### config.mk
export PLATFORM = sky130hd
export DESIGN_NAME = strobe_monitor_flat
export DESIGN_NICKNAME = d
export VERILOG_FILES = /design/src/rtl/strobe_monitor_if.sv /design/src/rtl/strobe_monitor.sv /design/src/flat_wrapper.sv
export SDC_FILE = /design/constraint.sdc
export NUM_CORES = 1
export LEC_CHECK = 0
export CAP_MARGIN = 5
export CORE_ASPECT_RATIO = 0.8
export CORE_MARGIN = 8
export CORE_UTILIZATION = 55
export CTS_CLUSTER_DIAMETER = 150
export DETAILED_ROUTE_END_ITERATION = 12
export DONT_BUFFER_PORTS = 1
export PLACE_DENSITY = 0.81
export REMOVE_ABC_BUFFERS = 1
export SKIP_CTS_REPAIR_TIMING = 1
export SLEW_MARGIN = 30
export SYNTH_ARGS = -nofsm -noshare
export SYNTH_HDL_FRONTEND = slang
export SYNTH_SLANG_ARGS = --single-unit
### constraint.sdc
create_clock -name clock -period 3.5 [get_ports clock]
set_input_delay 0 -clock clock [delete_from_list [all_inputs] [get_ports clock]]
set_output_delay 0 -clock clock [all_outputs]
set_load 0.005 [all_outputs]
### src/rtl/strobe_monitor_if.sv
// strobe_monitor_if: groups the sampling inputs and monitor outputs of
// strobe_monitor.
//   master : drives i_enable / i_strobe / i_clear_errors, observes results
//   slave  : the monitor itself
// Signals:
//   i_enable        sampling qualifier
//   i_strobe        strobe under test
//   i_clear_errors  synchronous clear of o_err_count
//   o_locked        high while locked to the expected period
//   o_period        last measured rising-edge spacing (saturating)
//   o_err_count     saturating error counter
//   o_error         one-cycle pulse per error event
interface strobe_monitor_if #(
  parameter int CNT_WIDTH = 8
);
  logic                 i_enable;
  logic                 i_strobe;
  logic                 i_clear_errors;
  logic                 o_locked;
  logic [CNT_WIDTH-1:0] o_period;
  logic [15:0]          o_err_count;
  logic                 o_error;

  modport master (
    output i_enable, i_strobe, i_clear_errors,
    input  o_locked, o_period, o_err_count, o_error
  );

  modport slave (
    input  i_enable, i_strobe, i_clear_errors,
    output o_locked, o_period, o_err_count, o_error
  );
endinterface

### src/rtl/strobe_monitor.sv
// strobe_monitor: receive-side checker for a periodic valid strobe.
// Measures the spacing between rising edges of i_strobe (counted in enabled
// cycles), locks after LOCK_COUNT consecutive intervals equal to EXP_PERIOD,
// and while locked flags wrong-period or missing strobes.
// Ports:
//   clock    system clock, rising edge
//   i_reset  asynchronous active-high reset
//   mon      strobe_monitor_if.slave (enable/strobe/clear in, status out)
module strobe_monitor #(
  parameter int CNT_WIDTH    = 8,
  parameter int EXP_PERIOD   = 5,
  parameter int LOCK_COUNT   = 4,
  parameter int UNLOCK_COUNT = 2
) (
  input  logic              clock,
  input  logic              i_reset,
  strobe_monitor_if.slave   mon
);

  localparam int MW = CNT_WIDTH + 1;
  localparam int GW = $clog2(LOCK_COUNT + 1);
  localparam int BW = $clog2(UNLOCK_COUNT + 1);

  typedef enum logic [1:0] {IDLE, TRACK, LOCKED} state_t;

  state_t               state;
  state_t               state_nx;
  logic                 strb_d;
  logic [CNT_WIDTH-1:0] interval;
  logic [GW-1:0]        good;
  logic [BW-1:0]        bad;
  logic [CNT_WIDTH-1:0] period_q;
  logic [15:0]          err_cnt;
  logic                 err_q;

  logic                 rise;
  logic [MW-1:0]        meas;
  logic                 match;
  logic                 missing;
  logic                 bad_ev;
  logic                 good_hit;
  logic                 bad_hit;

  // Event decode. meas is one bit wider than interval so a saturated
  // interval still yields a value that can never equal EXP_PERIOD.
  always_comb begin
    rise     = mon.i_enable & mon.i_strobe & ~strb_d;
    meas     = {1'b0, interval} + MW'(1);
    match    = (meas == MW'(EXP_PERIOD));
    missing  = mon.i_enable & ~rise & (state == LOCKED) &
               (meas == MW'(2 * EXP_PERIOD));
    bad_ev   = (state == LOCKED) & ((rise & ~match) | missing);
    good_hit = (state == TRACK) & rise & match & (good == GW'(LOCK_COUNT - 1));
    bad_hit  = bad_ev & (bad == BW'(UNLOCK_COUNT - 1));
  end

  always_ff @(posedge clock or posedge i_reset) begin
    if (i_reset) begin
      state <= IDLE;
    end else begin
      state <= state_nx;
    end
  end

  always_comb begin
    state_nx = state;
    unique case (state)
      IDLE:    if (rise)     state_nx = TRACK;
      TRACK:   if (good_hit) state_nx = LOCKED;
      LOCKED:  if (bad_hit)  state_nx = TRACK;
      default:               state_nx = IDLE;
    endcase
  end

  always_ff @(posedge clock or posedge i_reset) begin
    if (i_reset) begin
      strb_d   <= 1'b0;
      interval <= '0;
      good     <= '0;
      bad      <= '0;
      period_q <= '0;
      err_cnt  <= '0;
      err_q    <= 1'b0;
    end else begin
      if (mon.i_enable) begin
        strb_d <= mon.i_strobe;

        // A missing strobe restarts the interval as if an edge had arrived.
        if (rise || missing) begin
          interval <= '0;
        end else if (interval != '1) begin
          interval <= interval + CNT_WIDTH'(1);
        end

        if (rise && state != IDLE) begin
          period_q <= meas[CNT_WIDTH] ? '1 : meas[CNT_WIDTH-1:0];
        end

        if (state == TRACK && rise) begin
          if (!match || good_hit) good <= '0;
          else                    good <= good + GW'(1);
        end else if (state != TRACK) begin
          good <= '0;
        end

        if (state == LOCKED) begin
          if (rise && match)  bad <= '0;
          else if (bad_hit)   bad <= '0;
          else if (bad_ev)    bad <= bad + BW'(1);
        end else begin
          bad <= '0;
        end
      end

      // bad_ev is already qualified by i_enable, so the pulse drops to 0
      // on disabled cycles.
      err_q <= bad_ev;

      // Clear wins over the old count but not over a coincident error.
      if (mon.i_clear_errors) begin
        err_cnt <= {15'b0, bad_ev};
      end else if (bad_ev && err_cnt != '1) begin
        err_cnt <= err_cnt + 16'd1;
      end
    end
  end

  always_comb begin
    mon.o_locked    = (state == LOCKED);
    mon.o_period    = period_q;
    mon.o_err_count = err_cnt;
    mon.o_error     = err_q;
  end

endmodule

### src/flat_wrapper.sv
// flat-port wrapper written by rule: the top's interface ports become plain ports
module strobe_monitor_flat 
#(
  parameter int CNT_WIDTH    = 8,
  parameter int EXP_PERIOD   = 5,
  parameter int LOCK_COUNT   = 4,
  parameter int UNLOCK_COUNT = 2
)
  (clock, i_reset, mon_i_enable, mon_i_strobe, mon_i_clear_errors, mon_o_locked, mon_o_period, mon_o_err_count, mon_o_error);
  strobe_monitor_if #(.CNT_WIDTH(CNT_WIDTH)) mon_i ();
  input  logic clock;
  input  logic i_reset;
  input wire logic [$bits(mon_i.i_enable)-1:0] mon_i_enable;
  input wire logic [$bits(mon_i.i_strobe)-1:0] mon_i_strobe;
  input wire logic [$bits(mon_i.i_clear_errors)-1:0] mon_i_clear_errors;
  output wire logic [$bits(mon_i.o_locked)-1:0] mon_o_locked;
  output wire logic [$bits(mon_i.o_period)-1:0] mon_o_period;
  output wire logic [$bits(mon_i.o_err_count)-1:0] mon_o_err_count;
  output wire logic [$bits(mon_i.o_error)-1:0] mon_o_error;
  assign mon_i.i_enable = mon_i_enable;
  assign mon_i.i_strobe = mon_i_strobe;
  assign mon_i.i_clear_errors = mon_i_clear_errors;
  assign mon_o_locked = mon_i.o_locked;
  assign mon_o_period = mon_i.o_period;
  assign mon_o_err_count = mon_i.o_err_count;
  assign mon_o_error = mon_i.o_error;
  strobe_monitor #(.CNT_WIDTH(CNT_WIDTH), .EXP_PERIOD(EXP_PERIOD), .LOCK_COUNT(LOCK_COUNT), .UNLOCK_COUNT(UNLOCK_COUNT)) u_core (.clock(clock), .i_reset(i_reset), .mon(mon_i));
endmodule
==> key figures <==
Floorplan
  • Core area: 0.00415 mm2
  • Starting density of the core: 0.570
  • Die W: 89.4 um
  • Rows: 21
  • Die area: 0.00667 mm2
  • Top Ports: 31
  • Die height: 74.7 um

STA
  • Relative slew slack: 0.524
  • Max Freq: 0.343 GHz
  • Clock Skews: 0.00948 ns
  • Final number of setup-violating endpoints: 0
  • Max Transition Viols Final: 0
  • Final Hold Violating Endpoints: 1
  • Least-Margin Pin Slew: 0.706 ns
  • Final period util: 0.833
  • Setup TNS: 0 ns
  • Fin crit period: 2.92 ns
  • RSZ-0062 raised after global routing: no
  • WHS: -0.00100 ns

Global routing
  • Total GRT Usage: 0.178
  • Initial antenna violation count: 0
  • First-pass GRT wire length: 9.14 mm
  • Vias in the first global route: 1917
  • Largest net degree at the start of global routing: 28
  • Total congestion overflow: 0

Power
  • Comb pwr share: 0.192
  • Sequential share of power: 0.494
  • P_int: 868 uW
  • Clock network fraction of total power: 0.313
  • P_sw: 398 uW
  • Overall Power: 1.27 mW
  • Peak supply drop: 0.223 mV
  • Lkg Pwr: 1.06 nW
  • Sw frac: 0.314
  • PD cells: 501 mW/mm2

Synth
  • Ys Warns: 0
  • Top post-synthesis cells by count: dfrtp_1, a21oi_1, nand2_1, nor2_1, o21ai_0
  • Post-synth top area cell: dfrtp_1
  • Synth cell types: 49
  • Area contributors post-synth: dfrtp_1, a21oi_1, o31ai_1, or4_1, ha_1
  • Number of synthesized register bits: 41
  • Avg Inst Size Synth: 9.18 um2
  • Ys flop type: dfrtp_1
  • EDFF count, synth: 0
  • Netlist Area Pre-Place: 0.00237 mm2
  • Ys async rst share: 1.00
  • Post-synthesis cell count: 258
  • Seq/Total Area, Yosys: 0.433
  • Area share of the largest cell type after synthesis: 0.433
  • Most frequent cell after synthesis: dfrtp_1

Setup path
  • Worst Setup End Kind: flop
  • Worst path cell trace: ha_1, and3_4, nor4_4, o211ai_2, o31a_1, buf_4, or4_1, a21oi_1
  • CP top delay family: simple AND/OR/NAND/NOR gates
  • CP peak stage delay: 0.52 ns
  • Crit path DAT: 3.14 ns
  • Critical Path Source Type: flop
  • Worst path slowest cell: or4_1
  • Worst Path Max Fanout: 20
  • WP data required: 3.72 ns
  • Crit Path Category: reg -> reg
  • CP bufs+invs: 1

Clock tree
  • Htree depth: 2
  • TritonCTS clock tree: built
  • Clk sinks: 41
  • TritonCTS Buffers: 5
  • CTS Buffer Depth: 2
  • Root Buffer: clkbuf_8
  • Clk Latency, worst-skew pair: 0.30 ns
  • CTS clk-pin slew, worst paths: 0.08 ns

Routing
  • Via Count: 1999
  • DRC violation count after routing: 0
  • Per-cell routed wire length: 17.7 um
  • Total wire length: 5.57 mm
  • Pre-antenna DRT Iters: 4
  • Antenna-violating nets left: 0
  • Initial DRC count: 153
  • Routed vias/inst: 6.35

Final layout
  • N_diodes: 0
  • Share of post-route cells with drive strength above 1: 0.0659
  • Synthesis-to-layout area growth: 6.77%
  • Fin nets: 268

Run
  • Max-cap violations: 0

Placement
  • Hpwl dp: 3.71 mm
  • Gpl congestion: 0.871
  • # port buffers: 0

Run status
  • Failing checks: hold timing
  • Status: finished, violations left

Hold path
  • HP Class: in -> reg
cell usage in the layout (no fill, tap or decap), types with 2 or more instances in the layout:
cell type / instances
dfrtp_1: 41
a21oi_1: 27
nand2_1: 20
nor2_1: 17
o21ai_0: 15
o31ai_1: 12
nand3_1: 11
or4_1: 11
and3_1: 10
nand4_1: 9
inv_1: 9
ha_1: 6
clkbuf_8: 6
nand2b_1: 5
dlygate4sd3_1: 5
nor2b_1: 4
o21ai_1: 3
or3_1: 3
nor3_1: 3
xor2_1: 3
buf_4: 3
and4_1: 2
mux2_1: 2
and2_1: 2
mux2_2: 2
o211ai_1: 2
o32ai_1: 2
xnor2_1: 2
final timing paths:
kind,to,cells after the start,from,slack [ns]
worst max-delay path,u_core.mon.o_err_count[8],8,u_core.interval[0],0.58
worst min-delay path,u_core.interval[6],3,mon_i_enable,-0.001
min in group asynchronous,u_core.mon.o_period[2],2,i_reset,0.20
worst min register to register,u_core.good[2],2,u_core.good[2],0.49
max in group asynchronous,u_core.good[2],3,i_reset,2.53
worst max register to register,u_core.mon.o_err_count[8],8,u_core.interval[0],0.58
area by class of cell:
cell class,instances,area (um2)
Fill cell,365,1620
Multi-Input combinational cell,191,1200
Sequential cell,41,1030
Clock buffer,7,86.3
Timing Repair Buffer,8,72.6
Tap cell,57,71.3
Inverter,10,37.5
Clock inverter,1,30.0
metrics by stage:
step / setup WS [ns] / instances / cell area [um2] / utilization / hold WS [ns]
6_report: 0.583 / 315 / 2530 / 0.609 / -0.00100
5_1_grt: 0.433 / 315 / 2530 / 0.609 / 0.0129
4_1_cts: 0.628 / 310 / 2480 / 0.597 / -0.341
3_5_place_dp: 0.638 / 302 / 2360 / 0.569 / -0.0226
3_3_place_gp: 0.770 / 302 / 2360 / 0.569 / -0.0453
2_1_floorplan: 0.902 / 242 / 2270 / - / 0.0631
flip-flops by register name, indices dropped and copies added, names as in the netlist:
name / flops
u_core.strb_d: 1
u_core.bad: 2
u_core.state: 2
u_core.mon.o_error: 1
u_core.interval: 8
u_core.mon.o_err_count: 16
u_core.mon.o_period: 8
u_core.good: 3
routing by layer:
| layer | part of all wire | wire (um) | vias to the layer above | track usage |
|---|---|---|---|---|
| li1 | - | - | 952 | - |
| met1 | 0.45 | 2480 | 978 | 0.221 |
| met2 | 0.48 | 2690 | 62 | 0.288 |
| met3 | 0.061 | 339 | 7 | 0.0480 |
| met4 | 0.010 | 57 | 0 | 0.0699 |
| met5 | 0 | 0 | - | 0 |
power by group through the flow:
stage | clock network [mW] | logic, mW | registers [mW]
3_5_place_dp | 0 | 0.227 | 0.633
4_1_cts | 0.404 | 0.232 | 0.625
5_1_grt | 0.423 | 0.276 | 0.637
3_3_place_gp | 0 | 0.217 | 0.631
6_report | 0.397 | 0.243 | 0.626
2_1_floorplan | 0 | 0.177 | 0.609
worst min-delay path, stage by stage:
cell and delay (ns):
nand4_1 0.05, a21oi_1 0.06, a21o_1 0.15
cell families after synthesis:
family                     share of synthesized area
AOI/OAI and AO/OA                              0.187
and+or+nand+nor                                0.253
adders and majority gates                     0.0317
DFF                                            0.433
muxes                                         0.0190
buffers and inverters                         0.0581
xor gates and xnor gates                      0.0185
No activity file was read; power rests on OpenSTA's default activity.
